File: config.mk
export PLATFORM = sky130hd
export DESIGN_NAME = pb_autorepeat_mc
export DESIGN_NICKNAME = d
export VERILOG_FILES = /design/src/rtl/pb_pkg.sv /design/src/rtl/pb_channel_fsm.sv /design/src/rtl/pb_autorepeat_mc.sv
export SDC_FILE = /design/constraint.sdc
export NUM_CORES = 1
export LEC_CHECK = 0
export BUFFER_PORTS_ARGS = -buffer_cell sky130_fd_sc_hd__buf_2
export CELL_PAD_IN_SITES_DETAIL_PLACEMENT = 2
export CELL_PAD_IN_SITES_GLOBAL_PLACEMENT = 2
export CORE_MARGIN = 4
export CORE_UTILIZATION = 39
export CTS_BUF_LIST = sky130_fd_sc_hd__clkbuf_2
export DETAILED_ROUTE_END_ITERATION = 8
export HOLD_SLACK_MARGIN = 0.1
export PLACE_DENSITY_LB_ADDON = 0.1
export SLEW_MARGIN = 20
export SYNTH_ARGS = -nofsm -noshare
export SYNTH_HDL_FRONTEND = slang
export SYNTH_SLANG_ARGS = --single-unit
File: constraint.sdc
create_clock -name clk -period 2.58 [get_ports clk]
set_input_delay 0.387 -clock clk [delete_from_list [all_inputs] [get_ports clk]]
set_output_delay 0.387 -clock clk [all_outputs]
set_load 0.01 [all_outputs]
File: src/rtl/pb_pkg.sv
// Shared types and constants for the multi-channel push-button auto-repeat block.
package pb_pkg;

    typedef logic [2:0] pb_state_t;

    localparam pb_state_t ST_IDLE        = 3'd0;
    localparam pb_state_t ST_PRESSED     = 3'd1;
    localparam pb_state_t ST_TAP_PULSE   = 3'd2;
    localparam pb_state_t ST_HOLD_PULSE  = 3'd3;
    localparam pb_state_t ST_REPEAT_WAIT = 3'd4;
    localparam pb_state_t ST_LATCHED     = 3'd5;

    // Smallest legal delay/period and channel count.
    localparam int unsigned PB_MIN_DELAY    = 2;
    localparam int unsigned PB_MIN_CHANNELS = 1;

    function automatic int unsigned pb_max3(input int unsigned a,
                                            input int unsigned b,
                                            input int unsigned c);
        int unsigned m;
        m = (a > b) ? a : b;
        return (m > c) ? m : c;
    endfunction

endpackage

File: src/rtl/pb_channel_fsm.sv
// One push-button channel: tap detection, hold detection and two-speed auto-repeat.
module pb_channel_fsm
    import pb_pkg::*;
#(
    parameter int unsigned N_HOLD_DELAY      = 50_000_000,
    parameter int unsigned N_REPEAT_PERIOD   = 25_000_000,
    parameter int unsigned N_FAST_PERIOD     = 5_000_000,
    parameter int unsigned N_REPEATS_TO_FAST = 8
) (
    input  logic clk,
    input  logic resetN,
    input  logic pb_status,
    input  logic repeat_en,
    output logic inc_pulse,
    output logic held
);

    localparam int unsigned MAX_DELAY = pb_max3(N_HOLD_DELAY, N_REPEAT_PERIOD, N_FAST_PERIOD);
    localparam int unsigned TW        = $clog2(MAX_DELAY) + 1;
    localparam int unsigned RW        = (N_REPEATS_TO_FAST > 0) ? $clog2(N_REPEATS_TO_FAST + 1) : 1;

    // Timers count down to zero; a state lasting P cycles is loaded with P-2
    // because the entry cycle and the exit decision each consume one cycle.
    localparam logic [TW-1:0] HOLD_LD = TW'(N_HOLD_DELAY - 2);
    localparam logic [TW-1:0] SLOW_LD = TW'(N_REPEAT_PERIOD - 2);
    localparam logic [TW-1:0] FAST_LD = TW'(N_FAST_PERIOD - 2);
    localparam logic [RW-1:0] REP_MAX = RW'(N_REPEATS_TO_FAST);

    if (N_HOLD_DELAY < PB_MIN_DELAY || N_REPEAT_PERIOD < PB_MIN_DELAY ||
        N_FAST_PERIOD < PB_MIN_DELAY || N_FAST_PERIOD > N_REPEAT_PERIOD) begin : g_bad_params
        $error("pb_channel_fsm: illegal delay/period parameters");
    end

    pb_state_t     state, state_nxt;
    logic [TW-1:0] tmr, tmr_nxt;
    logic [RW-1:0] rep, rep_nxt;

    always_ff @(posedge clk) begin
        if (!resetN) begin
            state     <= ST_IDLE;
            tmr       <= '0;
            rep       <= '0;
            inc_pulse <= 1'b0;
            held      <= 1'b0;
        end else begin
            state     <= state_nxt;
            tmr       <= tmr_nxt;
            rep       <= rep_nxt;
            inc_pulse <= (state_nxt == ST_TAP_PULSE) || (state_nxt == ST_HOLD_PULSE);
            held      <= (state_nxt == ST_HOLD_PULSE) || (state_nxt == ST_REPEAT_WAIT) ||
                         (state_nxt == ST_LATCHED);
        end
    end

    always_comb begin
        state_nxt = state;
        tmr_nxt   = tmr;
        rep_nxt   = rep;

        case (state)
            ST_IDLE: begin
                if (pb_status) state_nxt = ST_PRESSED;
            end
            ST_PRESSED: begin
                if (!pb_status)      state_nxt = ST_TAP_PULSE;
                else if (tmr == '0)  state_nxt = ST_HOLD_PULSE;
                else                 tmr_nxt   = tmr - TW'(1);
            end
            ST_TAP_PULSE: begin
                state_nxt = ST_IDLE;
            end
            ST_HOLD_PULSE: begin
                if (!pb_status)     state_nxt = ST_IDLE;
                else if (repeat_en) state_nxt = ST_REPEAT_WAIT;
                else                state_nxt = ST_LATCHED;
            end
            ST_REPEAT_WAIT: begin
                if (!pb_status)      state_nxt = ST_IDLE;
                else if (!repeat_en) state_nxt = ST_LATCHED;
                else if (tmr == '0) begin
                    state_nxt = ST_HOLD_PULSE;
                    if (rep < REP_MAX) rep_nxt = rep + RW'(1);
                end else begin
                    tmr_nxt = tmr - TW'(1);
                end
            end
            ST_LATCHED: begin
                if (!pb_status) state_nxt = ST_IDLE;
            end
            default: state_nxt = ST_IDLE;
        endcase

        // Reload the timer for whatever state is being entered.
        if (state_nxt != state) begin
            case (state_nxt)
                ST_PRESSED:     tmr_nxt = HOLD_LD;
                ST_REPEAT_WAIT: tmr_nxt = (rep < REP_MAX) ? SLOW_LD : FAST_LD;
                default:        tmr_nxt = '0;
            endcase
        end

        if (state_nxt == ST_IDLE) rep_nxt = '0;
    end

endmodule

File: src/rtl/pb_autorepeat_mc.sv
// Array of independent push-button auto-repeat channels.
module pb_autorepeat_mc
    import pb_pkg::*;
#(
    parameter int unsigned N_CHANNELS        = 4,
    parameter int unsigned N_HOLD_DELAY      = 50_000_000,
    parameter int unsigned N_REPEAT_PERIOD   = 25_000_000,
    parameter int unsigned N_FAST_PERIOD     = 5_000_000,
    parameter int unsigned N_REPEATS_TO_FAST = 8
) (
    input  logic                  clk,
    input  logic                  resetN,
    input  logic [N_CHANNELS-1:0] PB_status,
    input  logic [N_CHANNELS-1:0] repeat_en,
    output logic [N_CHANNELS-1:0] IncPulse_out,
    output logic [N_CHANNELS-1:0] held_out
);

    if (N_CHANNELS < PB_MIN_CHANNELS) begin : g_bad_channels
        $error("pb_autorepeat_mc: N_CHANNELS must be at least 1");
    end

    for (genvar i = 0; i < N_CHANNELS; i++) begin : g_ch
        pb_channel_fsm #(
            .N_HOLD_DELAY      (N_HOLD_DELAY),
            .N_REPEAT_PERIOD   (N_REPEAT_PERIOD),
            .N_FAST_PERIOD     (N_FAST_PERIOD),
            .N_REPEATS_TO_FAST (N_REPEATS_TO_FAST)
        ) u_ch (
            .clk       (clk),
            .resetN    (resetN),
            .pb_status (PB_status[i]),
            .repeat_en (repeat_en[i]),
            .inc_pulse (IncPulse_out[i]),
            .held      (held_out[i])
        );
    end

endmodule
# After elaboration in Yosys (flattened, before gate mapping)
# Cells that the tools add are included.
# classes
bitwise,1
order_cmp,4
n_eq_ne,52
n_mux,68
n_reduce_logical,40
add_sub_neg,8
# ops
op,count
two-way mux 27 bit,20
case mux 27 bit (2 select lines),8
zero test 27 bit,4
subtractor 27 x 1 -> 27 bit (second input constant),4
two-way mux 25 bit,4
two-way mux 3 bit,28
case mux 3 bit (5 select lines),4
equality test 3 bit (second input constant),16
equality test 3 x 2 -> 1 bit (second input constant),12
inequality test 3 x 2 -> 1 bit (second input constant),12
equality test 3 x 1 -> 1 bit (second input constant),8
zero test 3 bit,8
AND reduction 5 bit,4
adder 4 x 1 -> 4 bit (second input constant),4
< comparator 4 bit (second input constant),4
AND reduction 4 bit,4
logical OR 1 bit,12
inequality test 3 bit,4
nonzero test 3 bit,4
OR reduction 2 bit,4
two-way mux 1 bit,4
NOT 1 bit,1
# totals
reg_bits,144
output_inout_bits,8
word_cells,193
inputBits,10

# Logic depth before layout (Yosys ltp)
# logic_depth
word_depth,8
depth_mapped,10

# Modules after synthesis
# Synthesis repeated with hierarchy kept, for this count alone.
# hier_totals
hier_cells,1067
hier_area_um2,8301.7
# modules_own_cells
module,area_each_um2,cells_per_inst,n_inst,seq_area_each_um2
pb_channel_fsm at g_ch[0].u_ch ...,2044.5,268,3,720.7
pb_channel_fsm at g_ch[3].u_ch,2168.3,263,1,720.7

# Worst setup path after synthesis
# OpenSTA, ideal clock, no wires.
# synth_timing
kind,register to register
from,register g_ch[2].u_ch.tmr[0]
to,register g_ch[2].u_ch.tmr[24]
t_arrival_ns,2.179
required_ns,2.461
n_path_buf,1
synth_period_minus_slack_ns,2.298
setup_time_ns,0.119
setup_slack_ns,0.282
stages_incl_launch_ff,10
cell_sequence,dfxtp_1 > inv_1 > ha_1 > or4b_1 > nand4b_4 > clkbuf_1 > o21ba_2 > nor2_2 > a311oi_1 > o221a_2
# synth_via
elab_chain_cells,8
elab_cells_between_ends,22
cone_classes,1 x add/sub; 6 x eq/ne; 12 x mux; 3 x reduce/logical
# synth_lines
item,line,source
start: declaration,pb_channel_fsm.sv:35,"logic [TW-1:0] tmr, tmr_nxt;"
start signal: assignment,pb_channel_fsm.sv:47,tmr <= tmr_nxt;
branches (longest 8 deep; another with subtractor 27 x 1 -> 27 bit),-,
# Parallel ways; which one is timed is not known. The select of a mux whose other input is x is not followed.
# A chain may end at the register's enable or synchronous reset.

# Worst setup path in the final report
# Same ends and word-level chain as after synthesis.

==> flow_metrics.py <==
metrics = {
    "run_status": {
        "status": "completed",
    },
    "die": {
        "die_y_um": 155.5,
        "start_util_pct": 39.98,
        "rows": 53,
        "core_area_um2": 21220,
        "die_w_um": 155.5,
        "ios": 18,
        "die_area_um2": 24180,
    },
    "drt": {
        "antenna_left": 0,
        "dr.pass1.iters": 7,
        "wl_per_cell_um": 20.85,
        "wirelength_mm": 30.31,
        "via_per_inst": 6.203,
        "drc": 0,
        "vias": 9019,
        "drt_iter0_drc": 561,
    },
    "final_layout": {
        "syn_to_final_growth_pct": 13.46,
        "fillers": 2462,
        "nets": 1185,
        "multi_input_area_um2": 5289,
        "drive_above_1_share_pct": 16.04,
        "regArea_um2": 2884,
    },
    "worst_setup_path": {
        "cpLargestDelayFamily": "simple AND/OR/NAND/NOR gates",
        "required_ns": 3.28,
        "start_kind": "flip-flop",
        "critPathMaxStageDelay_ns": 0.52,
        "worstSetupEndpointType": "flip-flop",
        "arrival_ns": 3.19,
        "cp.depth": 8,
        "path_class": "flip-flop to flip-flop",
        "cp_max_fo": 6,
        "reg2reg_depth": 8,
        "crit_chain": "inv_1 > ha_1 > or4b_1 > nand4b_4 > nor2_4 > nor2b_1 > a311oi_1 > o221a_2",
        "crit_slowest_cell": "or4b_1",
        "cp.buffers_inverters": 1,
        "regToRegSetupSlack_ns": 0.09,
    },
    "clocking": {
        "path_clk_slew_ns": 0.22,
        "cts.sinks": 144,
        "cts_tree": "done",
        "cts_buffers": 17,
        "clk_latency_ns": 0.76,
        "htreeDepth": 4,
        "root_buffer": "clkbuf_2",
        "cts.path.max_buffers": 2,
    },
    "timing": {
        "hold_slack_ns": 0.4706,
        "clock.fmax_mhz": 401.5,
        "layout_min_cycle_time_ns": 2.491,
        "maxSlewHeadroom_pct": 41.81,
        "hold_viol": 0,
        "drv_slew": 0,
        "fin_ws_ns": 0.08940,
        "setup_viol": 0,
        "clock_skew_ns": 0.04969,
        "worst_pin_slew_ns": 0.8649,
        "period_share_pct": 96.53,
    },
    "placed_design": {
        "pre_cts_ws_ns": 0.07793,
        "hpwl_mm": 21.34,
        "numPortBuffers": 17,
        "place.gp.congestion": 0.8451,
    },
    "grt": {
        "grt_pass1_wl_mm": 50.20,
        "grt_max_degree": 60,
        "grt_pass1_vias": 9534,
        "globalRouteTotalUtil_pct": 25.13,
        "antenna_found_initial": 1,
        "grt.overflow.total": 0,
    },
    "synthesis": {
        "synth_cell_type_count": 84,
        "synth_edf_count": 0,
        "ys_ff_latch": 144,
        "synth_top_area_share_pct": 33.98,
        "netlist_area_um2": 8484,
        "avgSynthCellArea_um2": 7.692,
        "synth_area_leaders": "dfxtp_1 34%, a21oi_1 6.5%, o21ai_0 5.8%",
        "syn-num-nets": 1121,
        "ys_seq_area_share_pct": 33.98,
        "synth_largest_area_cell": "dfxtp_1",
        "ys_warn_count": 0,
        "synth_top_flop_cell": "dfxtp_1",
        "synthArstFlopShare_pct": 0,
        "syn_inst": 1103,
    },
    "flow_run": {
        "maxCapViolations": 0,
    },
    "power_and_ir_drop": {
        "leakagePower_nw": 3.492,
        "p_per_area_nw_per_um2": 566.1,
        "ir_drop_uv": 245.8,
    },
    "min_path": {
        "timing.hold.worst.class": "input pin to flip-flop",
        "whs_path_depth": 3,
    },
}
==> cell usage after synthesis, drive strengths merged, types with 16 or more instances <==
master	count
a31oi	28
nor4	40
nor3	54
dfxtp	144
inv	27
nand2	90
nor2	107
buf	19
a21oi	112
clkbuf	45
nand4	16
or3	21
nand2b	17
nand3	38
o21ai	101
==> power breakdown <==
| part | total [W] | switching [W] | internal, W |
|---|---|---|---|
| registers | 0.00253 | 0.000168 | 0.00236 |
| logic | 0.00170 | 0.00104 | 0.000652 |
| clock network | 0.00123 | 0.000891 | 0.000334 |
| total | 0.00545 | 0.00210 | 0.00335 |
==> through the flow <==
stage | util (%) | instances | cell area [um^2] | setup TNS, ns | power [W]
CTS | 44.92 | 1450 | 9533 | 0 | 0.005436
global route | 45.37 | 1454 | 9627 | -0.04439 | 0.005790
floorplan | - | 1103 | 8484 | 0 | 0.003556
detailed placement | 43.60 | 1411 | 9253 | 0 | 0.004179
global placement | 43.60 | 1411 | 9253 | 0 | 0.004110
finish | 45.37 | 1454 | 9627 | 0 | 0.005449
==> cell families (layout without fill, tap and decap cells) <==
logic type / after synthesis / in the layout / synth area share [%]
other: 0 / 1 / 0
adder cells (fa/ha/maj): 10 / 10 / 1.416
flip-flops: 144 / 144 / 33.98
AO/OA/AOI/OAI: 367 / 367 / 27.42
multiplexers: 4 / 4 / 0.4719
buffers and inverters: 91 / 165 / 4.616
XOR/XNOR: 19 / 19 / 1.961
AND/OR/NAND/NOR: 468 / 469 / 30.14
==> layout by cell type (no fill, tap or decap), types with 9 or more instances in the layout <==
cell type | synthesis | routed
a211oi_1 | 14 | 14
a21oi_1 | 111 | 110
a31oi_1 | 28 | 28
and3_1 | 11 | 11
buf_2 | 6 | 17
buf_4 | 9 | 80
clkbuf_2 | 1 | 19
dfxtp_1 | 144 | 143
dlygate4sd3_1 | 0 | 9
inv_1 | 27 | 26
nand2_1 | 90 | 90
nand2b_1 | 17 | 17
nand3_1 | 37 | 37
nand4_1 | 16 | 16
nor2_1 | 103 | 102
nor2b_1 | 13 | 13
nor3_1 | 49 | 49
nor4_1 | 35 | 34
o21ai_0 | 98 | 98
or2_2 | 12 | 12
or3_1 | 19 | 19
or4_1 | 11 | 11
xnor2_1 | 12 | 12
==> area by class of cell <==
class,instances,share of cell area (%)
Clock buffer,19,0.9878
Timing Repair Buffer,108,8.474
Antenna cell,1,0.02599
Inverter,27,1.053
Sequential cell,144,29.96
Tap cell,275,3.574
Multi-Input combinational cell,869,54.94
Clock inverter,11,0.9878
==> state kept, by name (all words and copies together), names as in the netlist <==
signal and flops:
g_ch.u_ch.held 4, g_ch.u_ch.tmr 108, g_ch.u_ch.inc_pulse 4, g_ch.u_ch.state 12, g_ch.u_ch.rep 16
==> worst paths after layout <==
| check | from | end |
|---|---|---|
| min reg2reg | g_ch[2].u_ch.tmr[26] | g_ch[2].u_ch.tmr[26] |
| max | g_ch[2].u_ch.tmr[0] | g_ch[2].u_ch.tmr[24] |
| min | repeat_en[0] | g_ch[0].u_ch.state[0] |
| max reg2reg | g_ch[2].u_ch.tmr[0] | g_ch[2].u_ch.tmr[24] |
==> layer usage <==
metal | GRT usage, % | up-vias | wire length, um
li1 | - | 4283 | -
met1 | 32.21 | 4539 | 13730
met2 | 44.74 | 158 | 15200
met3 | 3.366 | 39 | 918
met4 | 5.877 | 0 | 461
met5 | 0 | - | 0
==> what timing repair did <==
action,in CTS,in global routing
setup buffers,0,2
setup endpoints to repair,0,38
hold buffers,9,0
hold endpoints to repair,23,0
resized for setup,0,12
==> tightest hold or removal path, cell delays in order <==
cell and delay, ns:
dlygate4sd3_1 0.53, buf_2 0.17, a21boi_0 0.09
(Power assumes the default switching activity.)
